File: src/rtl/barrel_shift_pipe.sv
// rtl/barrel_shift_pipe.sv - two-stage pipelined barrel shifter with sticky and normalise modes
//
// Shifts an operand left, logically right, arithmetically right, or normalises it
// by its leading-zero count. The amount is applied in two halves: the high amount
// bits [AMT_W-1:SPLIT] in stage A, the low bits [SPLIT-1:0] in stage B. Each stage
// is a register slice on a stall-propagating valid/ready pipeline.
//
// Ports:
//   clk        rising-edge clock
//   rst_n      asynchronous active-low reset
//   in_valid   input beat present
//   in_ready   block can accept the beat this cycle
//   in_data    operand (WIDTH bits)
//   in_amt     shift amount (ignored in NORM)
//   in_mode    0=SLL, 1=SRL, 2=SRA, 3=NORM
//   out_valid  result present
//   out_ready  downstream accepts result
//   out_data   shifted result
//   out_sticky OR of all 1-bits shifted out (SRL/SRA only)
//   out_amt    shift actually applied (in_amt, or leading-zero count in NORM)
//   out_zero   operand was all zeros

module barrel_shift_pipe #(
    parameter int WIDTH = 25,
    parameter int AMT_W = 5,
    parameter int SPLIT = 3
) (
    input  logic             clk,
    input  logic             rst_n,
    input  logic             in_valid,
    output logic             in_ready,
    input  logic [WIDTH-1:0] in_data,
    input  logic [AMT_W-1:0] in_amt,
    input  logic [1:0]       in_mode,
    output logic             out_valid,
    input  logic             out_ready,
    output logic [WIDTH-1:0] out_data,
    output logic             out_sticky,
    output logic [AMT_W-1:0] out_amt,
    output logic             out_zero
);

    localparam logic [1:0] MODE_SLL  = 2'd0;
    localparam logic [1:0] MODE_SRL  = 2'd1;
    localparam logic [1:0] MODE_SRA  = 2'd2;
    localparam logic [1:0] MODE_NORM = 2'd3;

    // One power-of-two shift level. Returns {lost, result}; lost is the OR of
    // the bits pushed off the LSB end (right shifts only). Verilog shifts by
    // s >= WIDTH yield zero, so the masks saturate naturally: an oversized level
    // drops every bit and fills the whole word.
    function automatic logic [WIDTH:0] shift_level(
        input logic [WIDTH-1:0] d,
        input int unsigned      s,
        input logic             right,
        input logic             fill
    );
        logic [WIDTH-1:0] ones;
        logic [WIDTH-1:0] res;
        logic [WIDTH-1:0] lost_mask;
        ones = '1;
        if (right) begin
            res       = (d >> s) | (fill ? ~(ones >> s) : '0);
            lost_mask = ~(ones << s);
            return {|(d & lost_mask), res};
        end
        return {1'b0, d << s};
    endfunction

    // Leading-zero count; WIDTH for an all-zero operand.
    function automatic logic [AMT_W-1:0] count_lz(input logic [WIDTH-1:0] d);
        logic [AMT_W-1:0] n;
        logic             found;
        n     = AMT_W'(WIDTH);
        found = 1'b0;
        for (int i = WIDTH - 1; i >= 0; i--) begin
            if (!found && d[i]) begin
                n     = AMT_W'(WIDTH - 1 - i);
                found = 1'b1;
            end
        end
        return n;
    endfunction

    // ------------------------------------------------------------------
    // Stage A registers
    // ------------------------------------------------------------------
    logic             a_valid;
    logic [WIDTH-1:0] a_data;
    logic [AMT_W-1:0] a_amt;
    logic [1:0]       a_mode;
    logic             a_sticky;
    logic             a_zero;

    // Flow control
    logic b_advance;
    logic a_advance;

    assign b_advance = !out_valid || out_ready;
    assign a_advance = b_advance || !a_valid;
    assign in_ready  = a_advance;

    // ------------------------------------------------------------------
    // Stage A combinational: effective amount and high shift levels
    // ------------------------------------------------------------------
    logic [AMT_W-1:0] a_eff_amt;
    logic [WIDTH-1:0] a_shift;
    logic             a_lost;
    logic             a_right;
    logic             a_fill;
    logic [WIDTH:0]   a_step;

    always_comb begin
        a_eff_amt = (in_mode == MODE_NORM) ? count_lz(in_data) : in_amt;
        a_right   = (in_mode == MODE_SRL) || (in_mode == MODE_SRA);
        a_fill    = (in_mode == MODE_SRA) && in_data[WIDTH-1];
        a_shift   = in_data;
        a_lost    = 1'b0;
        a_step    = '0;
        for (int k = SPLIT; k < AMT_W; k++) begin
            if (a_eff_amt[k]) begin
                a_step  = shift_level(a_shift, 32'd1 << k, a_right, a_fill);
                a_shift = a_step[WIDTH-1:0];
                a_lost  = a_lost | a_step[WIDTH];
            end
        end
    end

    always_ff @(posedge clk or negedge rst_n) begin
        if (!rst_n) begin
            a_valid  <= 1'b0;
            a_data   <= '0;
            a_amt    <= '0;
            a_mode   <= MODE_SLL;
            a_sticky <= 1'b0;
            a_zero   <= 1'b0;
        end else if (a_advance) begin
            a_valid <= in_valid;
            // Payload only captured on a real transfer so idle inputs are ignored.
            if (in_valid) begin
                a_data   <= a_shift;
                a_amt    <= a_eff_amt;
                a_mode   <= in_mode;
                a_sticky <= a_lost;
                a_zero   <= (in_data == '0);
            end
        end
    end

    // ------------------------------------------------------------------
    // Stage B combinational: low shift levels
    // ------------------------------------------------------------------
    logic [WIDTH-1:0] b_shift;
    logic             b_lost;
    logic             b_right;
    logic             b_fill;
    logic [WIDTH:0]   b_step;

    always_comb begin
        b_right = (a_mode == MODE_SRL) || (a_mode == MODE_SRA);
        // After any partial arithmetic shift the MSB still carries the sign.
        b_fill  = (a_mode == MODE_SRA) && a_data[WIDTH-1];
        b_shift = a_data;
        b_lost  = 1'b0;
        b_step  = '0;
        for (int k = 0; k < SPLIT; k++) begin
            if (a_amt[k]) begin
                b_step  = shift_level(b_shift, 32'd1 << k, b_right, b_fill);
                b_shift = b_step[WIDTH-1:0];
                b_lost  = b_lost | b_step[WIDTH];
            end
        end
    end

    always_ff @(posedge clk or negedge rst_n) begin
        if (!rst_n) begin
            out_valid  <= 1'b0;
            out_data   <= '0;
            out_sticky <= 1'b0;
            out_amt    <= '0;
            out_zero   <= 1'b0;
        end else if (b_advance) begin
            out_valid <= a_valid;
            if (a_valid) begin
                out_data   <= b_shift;
                out_sticky <= a_sticky | b_lost;
                out_amt    <= a_amt;
                out_zero   <= a_zero;
            end
        end
    end

endmodule

File: config.mk
export PLATFORM = sky130hd
export DESIGN_NAME = barrel_shift_pipe
export DESIGN_NICKNAME = d
export VERILOG_FILES = /design/src/rtl/barrel_shift_pipe.sv
export SDC_FILE = /design/constraint.sdc
export NUM_CORES = 1
export LEC_CHECK = 0
export CORE_ASPECT_RATIO = 0.8
export CORE_MARGIN = 8
export CORE_UTILIZATION = 55
export CTS_CLUSTER_SIZE = 12
export DETAILED_ROUTE_END_ITERATION = 10
export GPL_ROUTABILITY_DRIVEN = 0
export PLACE_DENSITY = 0.83
export SLEW_MARGIN = 10
export SYNTH_ARGS = -nofsm -noshare
export SYNTH_HDL_FRONTEND = slang
export SYNTH_SLANG_ARGS = --single-unit
File: constraint.sdc
create_clock -name clk -period 2.7 [get_ports clk]
set_clock_uncertainty 0.2 [all_clocks]
set_input_delay 0.54 -clock clk [delete_from_list [all_inputs] [get_ports clk]]
set_output_delay 0.54 -clock clk [all_outputs]
set_load 0.02 [all_outputs]
==> results.txt <==
For the worst setup path, the data required time is 2730 ps. In the synthesized netlist the dominant register cell turns out to be sky130_fd_sc_hd__dfrtp_1. The summed instance area of the synthesized netlist was 5490 um^2. The share of cells above drive strength 1 works out to 0.194. The area of all sequential standard cells was 1700 um^2; the die width was 128 um.

Clock tree synthesis selected as its root buffer the cell sky130_fd_sc_hd__clkbuf_16. The DRC marker count from the first detailed-route iteration came out at 1000. For this run, the number of Yosys warnings is 0. The average footprint of a synthesized cell is 8.18 um^2. The later pin in the worst-skew pair is clocked with a latency of 340 ps. The run gives 0 as the number of endpoints failing setup at the final stage. TritonCTS built the clock tree. The die height is 105 um, and the worst setup slack after layout is 13.3 ps.

When the netlist entered floorplanning its net count stood at 711. In the routed layout, each cell is associated on average with a via count of 6.78. The part of the cycle the worst path needs was 0.995. Data arrives at the worst endpoint at 2720 ps.

The number of clock sinks seen by CTS came out at 68. The die covers 13500 um^2. The first global-routing pass estimated 31.2 mm of wire. The overall overflow remaining after global route is 0, and the initial core utilization is 0.567. The sequential fraction of the synthesis area is 0.310, and the slew at the pin with the worst max-slew slack is 907 ps. The worst setup path is launched from an input pin.

The number of antenna diodes in the final layout is 0. The maximum buffer depth of the clock tree was 2; the total of flip-flops plus latches after synthesis was 68. For the maximum number of pins on one net before global-route repair, the log shows 58. Worst slew slack as a fraction of its limit: 0.389. In this run the number of H-tree levels came out at 3.

Wire length per cell: 21.1 um. Subtracting the final worst setup slack from the clock period gives 2690 ps. In this run the static leakage power is 0.00304 uW.

Clock-pin slew was measured on the worst setup and hold paths at 60 ps. The number of global-route vias before repair was 6178. Once detail routing completed, the nets flagged for antenna violations numbered 0.

The synthesized design spends more area on one cell type than any other, namely sky130_fd_sc_hd__dfrtp_1. The boundary pin count is 70. The proportion of synthesized flip-flops having asynchronous set or reset was 1.00. Most frequently used cell type in the post-synthesis netlist: sky130_fd_sc_hd__nand2_1. The layout filler cell count was 684.

The count of nets after finishing was 829; the area added between synthesis and finish was 31.8%. Across the run, the number of max-cap violations was 0. Ranked by instance count, the synthesized netlist is headed by 94 x sky130_fd_sc_hd__nand2_1, 82 x sky130_fd_sc_hd__nor2_1, 68 x sky130_fd_sc_hd__dfrtp_1. The worst slack at placement is -319 ps. In this run, synthesis inferred 0 flip-flops with an integrated enable. After detailed routing, the number of remaining DRC violations is 0. The run finished with clean final reports. For this design, the CTS-stage hold fixing added 0 buffers. Total routing resource utilization after global routing: 0.285. STA classifies the critical path endpoint as a register. Synthesis handed over a netlist of 672 instances. The number of CTS-inserted buffers was 9; the placement row count was 32.

Input and output buffers added on the ports amount to 69. The initial antenna violation count came out at 0. The worst setup path is of the input pin to register kind. The final layout contains routed wiring with a total length of 19.6 mm. The path class of the tightest hold or removal check is input pin to async pin. The area fraction of the dominant cell type after synthesis was 0.310; the count of different cell masters after synthesis was 69. After floorplanning, the core was sized to cover 9690 um^2. Timing would allow up to 0.372 GHz.

The tools report the total area of multi-input combinational cells as 3530 um^2. Along the worst path, the maximum fanout reaches 7. The final hold violation count was 0. For the worst slack on hold paths, the log shows 19.1 ps.

Summing over every cut layer, the via total after detailed routing is 6310. Post-detailed-placement half-perimeter wirelength: 14.4 mm. By area the synthesized netlist is led by sky130_fd_sc_hd__dfrtp_1 31%, sky130_fd_sc_hd__mux2i_1 7.7%, sky130_fd_sc_hd__nand2_1 6.4%, sky130_fd_sc_hd__nor2_1 5.6%, sky130_fd_sc_hd__mux4_2 4.5%.

The max-slew violation total from the final report came out at 0. In this run the power density over the cells is 744 nW/um^2. For this run, the detailed router's first-pass iteration total came to 6. Across the VDD grid, the largest voltage drop is 0.538 mV.
[where the power goes]
group / leakage [uW] / switching [uW] / internal [uW]
clock network: 0.000149 / 457 / 808
logic: 0.00207 / 1410 / 1180
registers: 0.000820 / 263 / 1270
total: 0.00304 / 2130 / 3250
[final cells by class]
type / count / area share
multi-input combinational: 538 / 0.487
sequential: 68 / 0.235
inverter: 11 / 0.00570
tap: 136 / 0.0235
clock buffer: 10 / 0.0316
timing repair buffer: 162 / 0.205
clock inverter: 6 / 0.0123
[per-layer routing]
layer / GRT usage / wire (um)
met3: 0.104 / 2790
met1: 0.369 / 7550
met2: 0.420 / 8610
met4: 0.125 / 641
met5: 0 / 0
[final timing paths]
check / from / to / slack [ps] / cells past startpoint
setup / recovery: in_data[12] / a_data[24] / 10 / 11
hold reg to reg: out_data[9] / out_data[9] / 280 / 1
min in group clk: out_data[9] / out_data[9] / 280 / 1
hold / removal: rst_n / a_valid / 20 / 1
max in group asynchronous: rst_n / out_amt[4] / 1630 / 2
setup reg to reg: a_mode[1] / out_data[9] / 120 / 8
[stage by stage]
stage / total power (uW) / TNS, ps / util / instance area [um^2] / cells
global placement: 3920 / -4180 / 0.704 / 6820 / 912
finish: 5390 / 0 / 0.747 / 7240 / 931
global route: 5620 / -46.6 / 0.747 / 7240 / 931
detailed placement: 3990 / -6720 / 0.704 / 6820 / 912
floorplan: 2970 / 0 / - / 5490 / 672
CTS: 5270 / 0 / 0.737 / 7140 / 928
[repair_timing]
action | in CTS | in global routing
setup buffers | 0 | 2
cloned | 0 | 1
pin swaps | 0 | 1
gates resized for setup | 2 | 12
setup endpoints to repair | 2 | 26
[registers in the layout, indices dropped and copies added (netlist names)]
signal / count
out_sticky: 1
out_data: 25
a_valid: 1
a_data: 25
out_valid: 1
a_sticky: 1
a_amt: 5
out_amt: 5
a_mode: 2
a_zero: 1
out_zero: 1
[kinds of logic after synthesis]
group / after synthesis / share of synthesized area
and+or+nand+nor: 256 / 0.223
AOI/OAI and AO/OA: 215 / 0.261
DFF: 68 / 0.310
buffers and inverters: 66 / 0.0551
muxes: 64 / 0.144
adders and majority gates: 3 / 0.00683
[worst max-delay path, cell delays in order]
cell and delay (ps):
sky130_fd_sc_hd__clkdlybuf4s50_1 460, sky130_fd_sc_hd__nor4_4 280, sky130_fd_sc_hd__buf_4 200, sky130_fd_sc_hd__nand3_2 100, sky130_fd_sc_hd__a2bb2oi_4 160, sky130_fd_sc_hd__buf_12 140, sky130_fd_sc_hd__buf_4 130, sky130_fd_sc_hd__buf_4 140
sky130_fd_sc_hd__o21ai_0 150, sky130_fd_sc_hd__o21ai_0 140, sky130_fd_sc_hd__a31o_2 270
[cell usage in the layout, fill, tap and decap left out, types with 11 or more instances in the layout]
master                            netlist  final
sky130_fd_sc_hd__a211oi_1              17     16
sky130_fd_sc_hd__a21oi_1               45     44
sky130_fd_sc_hd__a31oi_1               20     20
sky130_fd_sc_hd__buf_4                  6     85
sky130_fd_sc_hd__clkdlybuf4s50_1        0     68
sky130_fd_sc_hd__dfrtp_1               68     67
sky130_fd_sc_hd__inv_1                 11     11
sky130_fd_sc_hd__mux2i_1               42     41
sky130_fd_sc_hd__mux4_2                11     11
sky130_fd_sc_hd__nand2_1               94     94
sky130_fd_sc_hd__nand3_1               15     15
sky130_fd_sc_hd__nor2_1                82     82
sky130_fd_sc_hd__o211ai_1              20     20
sky130_fd_sc_hd__o21ai_0               36     34
(Power assumes the default switching activity.)
